$ cat src/rtl/pipeline_defines.sv
`default_nettype none
// ============================================================================
//  Module      : pipeline_defines (package)
//  Description : Shared types and constants for the dispatch scheduler:
//                scheduler state encoding and architectural register counts.
//  Revision    : 1.0 - initial release
// ============================================================================
package pipeline_defines;

    localparam int c_NUM_REGS = 32;
    localparam int c_REG_AW   = 5;

    typedef enum logic [0:0] {
        ST_RUN   = 1'b0,
        ST_DRAIN = 1'b1
    } dispatch_sched_state_t;

endpackage
`default_nettype wire

$ cat src/rtl/dispatch_sched_scoreboard.sv
`default_nettype none
// ============================================================================
//  Module      : dispatch_sched_scoreboard
//  Description : Register busy-bit scoreboard. Two set ports (issuing
//                writers), two clear ports (writeback), a flush-clear and
//                four read ports. r0 is never busy. A set beats a clear of
//                the same register; a flush clears everything and drops sets.
//  Revision    : 1.0 - initial release
// ============================================================================
module dispatch_sched_scoreboard
    import pipeline_defines::*;
(
    input  logic                     clk,
    input  logic                     rst,
    input  logic [1:0]               i_set_valid,
    input  logic [1:0][c_REG_AW-1:0] i_set_addr,
    input  logic [1:0]               i_clr_valid,
    input  logic [1:0][c_REG_AW-1:0] i_clr_addr,
    input  logic                     i_flush,
    input  logic [3:0][c_REG_AW-1:0] i_rd_addr,
    output logic [3:0]               o_rd_busy
);

    logic [c_NUM_REGS-1:0] r_busy;
    logic [c_NUM_REGS-1:0] w_set;
    logic [c_NUM_REGS-1:0] w_clr;
    logic [c_NUM_REGS-1:0] w_busy_nxt;

    // Decode set/clear strobes and form the next busy vector (set beats clear)
    always_comb begin
        w_set = '0;
        w_clr = '0;
        for (int k = 0; k < 2; k++) begin
            if (i_set_valid[k]) w_set[i_set_addr[k]] = 1'b1;
            if (i_clr_valid[k]) w_clr[i_clr_addr[k]] = 1'b1;
        end
        w_busy_nxt    = (r_busy & ~w_clr) | w_set;
        w_busy_nxt[0] = 1'b0;
    end

    // Busy vector register; flush wipes it and suppresses same-cycle sets
    always_ff @(posedge clk) begin
        if (rst || i_flush) begin
            r_busy <= '0;
        end else begin
            r_busy <= w_busy_nxt;
        end
    end

    // Read ports: registered state only, no writeback bypass
    always_comb begin
        o_rd_busy = '0;
        for (int p = 0; p < 4; p++) begin
            o_rd_busy[p] = r_busy[i_rd_addr[p]];
        end
    end

endmodule
`default_nettype wire

$ cat src/rtl/dispatch_sched.sv
`default_nettype none
// ============================================================================
//  Module      : dispatch_sched
//  Description : Dual-slot in-order issue controller. Grants issue per slot
//                from scoreboard hazards, intra-pair conflicts, EXE stall and
//                a post-flush drain window (RUN/DRAIN FSM).
//                Optional macro DISPATCH_SCHED_PERF_EN adds stall_cycles_o,
//                a saturating count of cycles where slot 0 is valid but held.
//  Revision    : 1.0 - initial release
// ============================================================================
module dispatch_sched
    import pipeline_defines::*;
#(
    parameter int DECODE_WIDTH = 2,
    parameter int FLUSH_DRAIN  = 2
) (
    input  logic                                 clk,
    input  logic                                 rst,
    input  logic [DECODE_WIDTH-1:0]              id_valid_i,
    input  logic [DECODE_WIDTH-1:0][1:0]         id_reg_read_valid_i,
    input  logic [DECODE_WIDTH-1:0][9:0]         id_reg_read_addr_i,
    input  logic [DECODE_WIDTH-1:0]              id_reg_write_valid_i,
    input  logic [DECODE_WIDTH-1:0][c_REG_AW-1:0] id_reg_write_addr_i,
    input  logic                                 ex_stall_i,
    input  logic                                 flush_i,
    input  logic [1:0]                           wb_valid_i,
    input  logic [1:0][c_REG_AW-1:0]             wb_addr_i,
    output logic [DECODE_WIDTH-1:0]              issue_o
`ifdef DISPATCH_SCHED_PERF_EN
    ,
    output logic [31:0]                          stall_cycles_o
`endif
);

    localparam int                 c_CNT_W    = (FLUSH_DRAIN > 1) ? $clog2(FLUSH_DRAIN) : 1;
    localparam logic [c_CNT_W-1:0] c_CNT_LOAD = c_CNT_W'(FLUSH_DRAIN - 1);

    dispatch_sched_state_t r_state;
    dispatch_sched_state_t w_state_nxt;
    logic [c_CNT_W-1:0]    r_cnt;
    logic [c_CNT_W-1:0]    w_cnt_nxt;

    logic [3:0][c_REG_AW-1:0] w_rd_addr;
    logic [3:0]               w_rd_busy;
    logic [1:0]               w_haz;
    logic                     w_pair_conflict;
    logic [1:0]               w_set_valid;

    // Source order on the read ports: slot0 src1, slot0 src2, slot1 src1, slot1 src2
    assign w_rd_addr = {id_reg_read_addr_i[1][9:5], id_reg_read_addr_i[1][4:0],
                        id_reg_read_addr_i[0][9:5], id_reg_read_addr_i[0][4:0]};

    // Per-slot source hazard: enabled, nonzero address and busy
    always_comb begin
        w_haz = '0;
        for (int s = 0; s < 2; s++) begin
            for (int j = 0; j < 2; j++) begin
                if (id_reg_read_valid_i[s][j] && (w_rd_addr[2*s+j] != '0) && w_rd_busy[2*s+j])
                    w_haz[s] = 1'b1;
            end
        end
    end

    // Slot 1 must not read or rewrite a nonzero rd produced by slot 0 this cycle
    always_comb begin
        w_pair_conflict = 1'b0;
        if (id_reg_write_valid_i[0] && (id_reg_write_addr_i[0] != '0)) begin
            if ((id_reg_read_valid_i[1][0] && (w_rd_addr[2] == id_reg_write_addr_i[0])) ||
                (id_reg_read_valid_i[1][1] && (w_rd_addr[3] == id_reg_write_addr_i[0])) ||
                (id_reg_write_valid_i[1]   && (id_reg_write_addr_i[1] == id_reg_write_addr_i[0])))
                w_pair_conflict = 1'b1;
        end
    end

    // FSM next state, drain counter next value and in-order issue grants
    always_comb begin
        w_state_nxt = r_state;
        w_cnt_nxt   = r_cnt;
        issue_o     = '0;
        if (r_state == ST_RUN) begin
            if (flush_i) begin
                w_state_nxt = ST_DRAIN;
                w_cnt_nxt   = c_CNT_LOAD;
            end
        end else begin
            if (flush_i) begin
                w_cnt_nxt = c_CNT_LOAD;
            end else if (r_cnt == '0) begin
                w_state_nxt = ST_RUN;
            end else begin
                w_cnt_nxt = r_cnt - c_CNT_W'(1);
            end
        end
        issue_o[0] = !rst && id_valid_i[0] && !w_haz[0] && !ex_stall_i && (r_state == ST_RUN);
        issue_o[1] = issue_o[0] && id_valid_i[1] && !w_haz[1] && !w_pair_conflict;
    end

    // State and drain counter registers
    always_ff @(posedge clk) begin
        if (rst) begin
            r_state <= ST_RUN;
            r_cnt   <= '0;
        end else begin
            r_state <= w_state_nxt;
            r_cnt   <= w_cnt_nxt;
        end
    end

    assign w_set_valid = issue_o[1:0] & id_reg_write_valid_i[1:0];

    dispatch_sched_scoreboard u_scoreboard (
        .clk         (clk),
        .rst         (rst),
        .i_set_valid (w_set_valid),
        .i_set_addr  (id_reg_write_addr_i[1:0]),
        .i_clr_valid (wb_valid_i),
        .i_clr_addr  (wb_addr_i),
        .i_flush     (flush_i),
        .i_rd_addr   (w_rd_addr),
        .o_rd_busy   (w_rd_busy)
    );

`ifdef DISPATCH_SCHED_PERF_EN
    logic [31:0] r_stall_cycles;

    // Saturating count of cycles where slot 0 holds an instruction but is not granted
    always_ff @(posedge clk) begin
        if (rst) begin
            r_stall_cycles <= '0;
        end else if (id_valid_i[0] && !issue_o[0] && (r_stall_cycles != '1)) begin
            r_stall_cycles <= r_stall_cycles + 32'd1;
        end
    end

    assign stall_cycles_o = r_stall_cycles;
`endif

endmodule
`default_nettype wire

$ cat config.mk
export PLATFORM = sky130hd
export DESIGN_NAME = dispatch_sched
export DESIGN_NICKNAME = d
export VERILOG_FILES = /design/src/rtl/pipeline_defines.sv /design/src/rtl/dispatch_sched_scoreboard.sv /design/src/rtl/dispatch_sched.sv
export SDC_FILE = /design/constraint.sdc
export NUM_CORES = 1
export LEC_CHECK = 0
export BUFFER_PORTS_ARGS = -buffer_cell sky130_fd_sc_hd__buf_2
export CELL_PAD_IN_SITES_DETAIL_PLACEMENT = 2
export CELL_PAD_IN_SITES_GLOBAL_PLACEMENT = 2
export CORE_UTILIZATION = 35
export CTS_BUF_LIST = sky130_fd_sc_hd__clkbuf_4 sky130_fd_sc_hd__clkbuf_8
export CTS_CLUSTER_DIAMETER = 80
export CTS_CLUSTER_SIZE = 8
export DETAILED_ROUTE_END_ITERATION = 7
export GPL_ROUTABILITY_DRIVEN = 0
export PLACE_DENSITY_LB_ADDON = 0.25
export SYNTH_ARGS = -nofsm -noshare
export SYNTH_HDL_FRONTEND = slang
export SYNTH_SLANG_ARGS = --single-unit
$ cat constraint.sdc
create_clock -name clk -period 3.4 [get_ports clk]
set_input_delay 0.17 -clock clk [delete_from_list [all_inputs] [get_ports clk]]
set_output_delay 0.17 -clock clk [all_outputs]
set_load 0.02 [all_outputs]
==> reports/metrics.json <==
{
  "resized_gates_after_cts": {"value": 0},
  "post-route-period-util": {"value": 94.7, "unit": "%"},
  "post-dp-hpwl": {"value": 11.8, "unit": "mm"},
  "worst_skew_pair.late_latency": {"value": 290, "unit": "ps"},
  "skew": {"value": 7.72, "unit": "ps"},
  "seq_area_frac_synth": {"value": 19.6, "unit": "%"},
  "antenna_cells_inserted": {"value": 0},
  "ys_dominant_reg_cell": {"value": "dfxtp_1"},
  "coreArea": {"value": 9280, "unit": "um^2"},
  "post_drt_via_cell_ratio": {"value": 6.78},
  "nFillCells": {"value": 1079},
  "num_vias": {"value": 3799},
  "avgRoutedWirePerCell": {"value": 28.1, "unit": "um"},
  "wl": {"value": 15.7, "unit": "mm"},
  "finalNetCount": {"value": 484},
  "path_class": {"value": "reg2out"},
  "max_slew.worst_pin.slew": {"value": 992, "unit": "ps"},
  "multi_input_comb_area": {"value": 2550, "unit": "um^2"},
  "drv.max_cap_violation_count": {"value": 0},
  "hold_buffers": {"value": 0},
  "cts-root-buf": {"value": "clkbuf_8"},
  "setup.worst_path.start_class": {"value": "flip-flop"},
  "normalized_max_slew_margin": {"value": 33.7, "unit": "%"},
  "timing.critical_path.to_type": {"value": "primary output"},
  "finalSetupViolations": {"value": 0},
  "yosysUniqueCellTypes": {"value": 42},
  "portBuffers": {"value": 55},
  "finalSetupTns": {"value": 0, "unit": "ps"},
  "holdWs": {"value": 89.6, "unit": "ps"},
  "final_report_max_slew_violation_count": {"value": 0},
  "post-synth-top-area-cell": {"value": "dfxtp_1"},
  "final_layout_size_suffix_gt1_share": {"value": 23.4, "unit": "%"},
  "power.leakage": {"value": 1.35, "unit": "nW"},
  "pre_cts_slack": {"value": 396, "unit": "ps"},
  "synth_commonest_cells": {"value": "nand2_1, a31oi_1, dfxtp_1"},
  "area_grow_syn2layout": {"value": 13.6, "unit": "%"},
  "grt_setup_unrepaired": {"value": "false"},
  "finalWorstSetupSlack": {"value": 181, "unit": "ps"},
  "min-delay-path-class": {"value": "in2reg"},
  "drc_markers": {"value": 0},
  "timing_limited_maximum_frequency": {"value": 311, "unit": "MHz"},
  "antenna_found_initial": {"value": 1},
  "die_width": {"value": 100, "unit": "um"},
  "regArea": {"value": 661, "unit": "um^2"},
  "first_pass_iters": {"value": 4},
  "placement_rows": {"value": 35},
  "synth_fp_nets": {"value": 448},
  "gr-total-overflow": {"value": 0},
  "vdd.ir_drop.worst": {"value": 218, "unit": "uV"},
  "tritoncts": {"value": "built"},
  "wire_length_of_the_first_global_routing_pass": {"value": 23.8, "unit": "mm"},
  "dpl_cell_area": {"value": 3710, "unit": "um^2"},
  "synth-seq-cells": {"value": 33},
  "cp_data_required_time": {"value": 3230, "unit": "ps"},
  "final.min_clock_period": {"value": 3220, "unit": "ps"},
  "post_synth_instance_area": {"value": 3370, "unit": "um^2"},
  "ys_warn_count": {"value": 0},
  "grt_pass1_vias": {"value": 4111},
  "async_flop_share": {"value": 0, "unit": "%"},
  "post_synth_main_area_contributors": {"value": "dfxtp_1, mux4_2, a221oi_1"},
  "report.power.total": {"value": 1.02, "unit": "mW"},
  "synth_enable_flop_cells": {"value": 0},
  "clk_transition_reported_paths": {"value": 70, "unit": "ps"},
  "tritoncts_num_sinks": {"value": 33},
  "worst-endpoint-arrival": {"value": 3050, "unit": "ps"},
  "crit_path_max_fanout": {"value": 32},
  "pwr_density_cell": {"value": 267, "unit": "nW/um^2"},
  "yosys.cell_count.top_type": {"value": "nand2_1"},
  "clock_path_buffers": {"value": 2},
  "boundaryPins": {"value": 56},
  "detailedRoute.firstIterationViolations": {"value": 314},
  "groute.usage.overall": {"value": 32.5, "unit": "%"},
  "initial_utilization": {"value": 36.3, "unit": "%"},
  "cts_max_level": {"value": 2},
  "grt_start_max_net_pins": {"value": 38},
  "synth.top_cell.area_share": {"value": 19.6, "unit": "%"},
  "synthCells": {"value": 394},
  "final_antenna_net_count": {"value": 0},
  "setup_buffers_after_cts": {"value": 0},
  "cts_buffers": {"value": 5},
  "dieArea": {"value": 10000, "unit": "um^2"},
  "mean_instance_size_in_the_synthesized_netlist": {"value": 8.55, "unit": "um^2"},
  "timing_hold_violations_final": {"value": 0},
  "run_status": {"value": "complete, no violations"},
  "stdcell_area": {"value": 3830, "unit": "um^2"},
  "die-height": {"value": 100, "unit": "um"}
}
-- per-layer routing --
layer | GRT usage, % | vias up | wire [um]
met4 | 21.5 | 0 | 1050
met1 | 38.8 | 1893 | 6090
met5 | 0 | - | 0
met3 | 3.76 | 66 | 979
li1 | - | 1649 | -
met2 | 55.1 | 191 | 7620
-- where the power goes --
part	switching, mW	total [mW]	internal, mW
clock	0.150	0.397	0.247
combinational	0.154	0.233	0.0792
sequential	0.00197	0.390	0.388
total	0.306	1.02	0.714
-- registers in the layout (all words and copies together) (netlist names) --
signal,count
r_state,1
r_cnt,1
u_scoreboard.r_busy,31
-- worst paths after layout --
path | startpoint | to | slack (ps) | cells after the start
max | u_scoreboard.r_busy[7]$_SDFF_PP0_ | issue_o[1] | 180 | 7
min | rst | r_cnt$_SDFFE_PP0P_ | 90 | 2
max reg2reg | u_scoreboard.r_busy[7]$_SDFF_PP0_ | u_scoreboard.r_busy[6]$_SDFF_PP0_ | 400 | 6
min reg2reg | r_cnt$_SDFFE_PP0P_ | r_cnt$_SDFFE_PP0P_ | 530 | 2
-- layout make-up --
type	count	area share, %
clock buffer	7	2.35
multi-input combinational	326	66.6
tap	129	4.22
inverter	2	0.196
sequential	33	17.3
timing repair buffer	62	8.57
clock inverter	1	0.785
-- worst max-delay path, cell delays in order, from the launching register on --
cell and delay [ps]:
dfxtp_1 420, mux4_2 510, mux4_2 480, o2111a_1 270, a41oi_4 230, o2111ai_4 500
inv_2 150, buf_2 180
-- kinds of logic (layout without fill, tap and decap cells) --
family,after synthesis,after routing,share of synthesized area (%)
xor+xnor,15,15,3.90
mux,47,47,22.7
flops,33,33,19.6
simple gates,151,151,23.1
buf+inv,35,72,4.83
compound gates,113,113,25.9
-- placed cells by master (no fill, tap or decap), drive strengths merged, types with 4 or more instances in the layout --
master / n
a21oi: 4
a221oi: 32
a31oi: 34
and3: 4
and3b: 5
buf: 62
clkbuf: 7
dfxtp: 33
mux2: 4
mux2i: 20
mux4: 23
nand2: 53
nand3: 11
nand3b: 9
nor2: 24
nor2b: 9
nor3: 9
nor3b: 9
nor4: 4
nor4b: 4
o21ai: 4
o31ai: 31
xor2: 12
-- through the flow --
stage                     cells  util (%)
after global placement      552      39.9
after global routing        560      41.2
after CTS                   560      41.2
final                       560      41.2
after floorplan             394         -
after detailed placement    552      39.9
(Power assumes the default switching activity.)
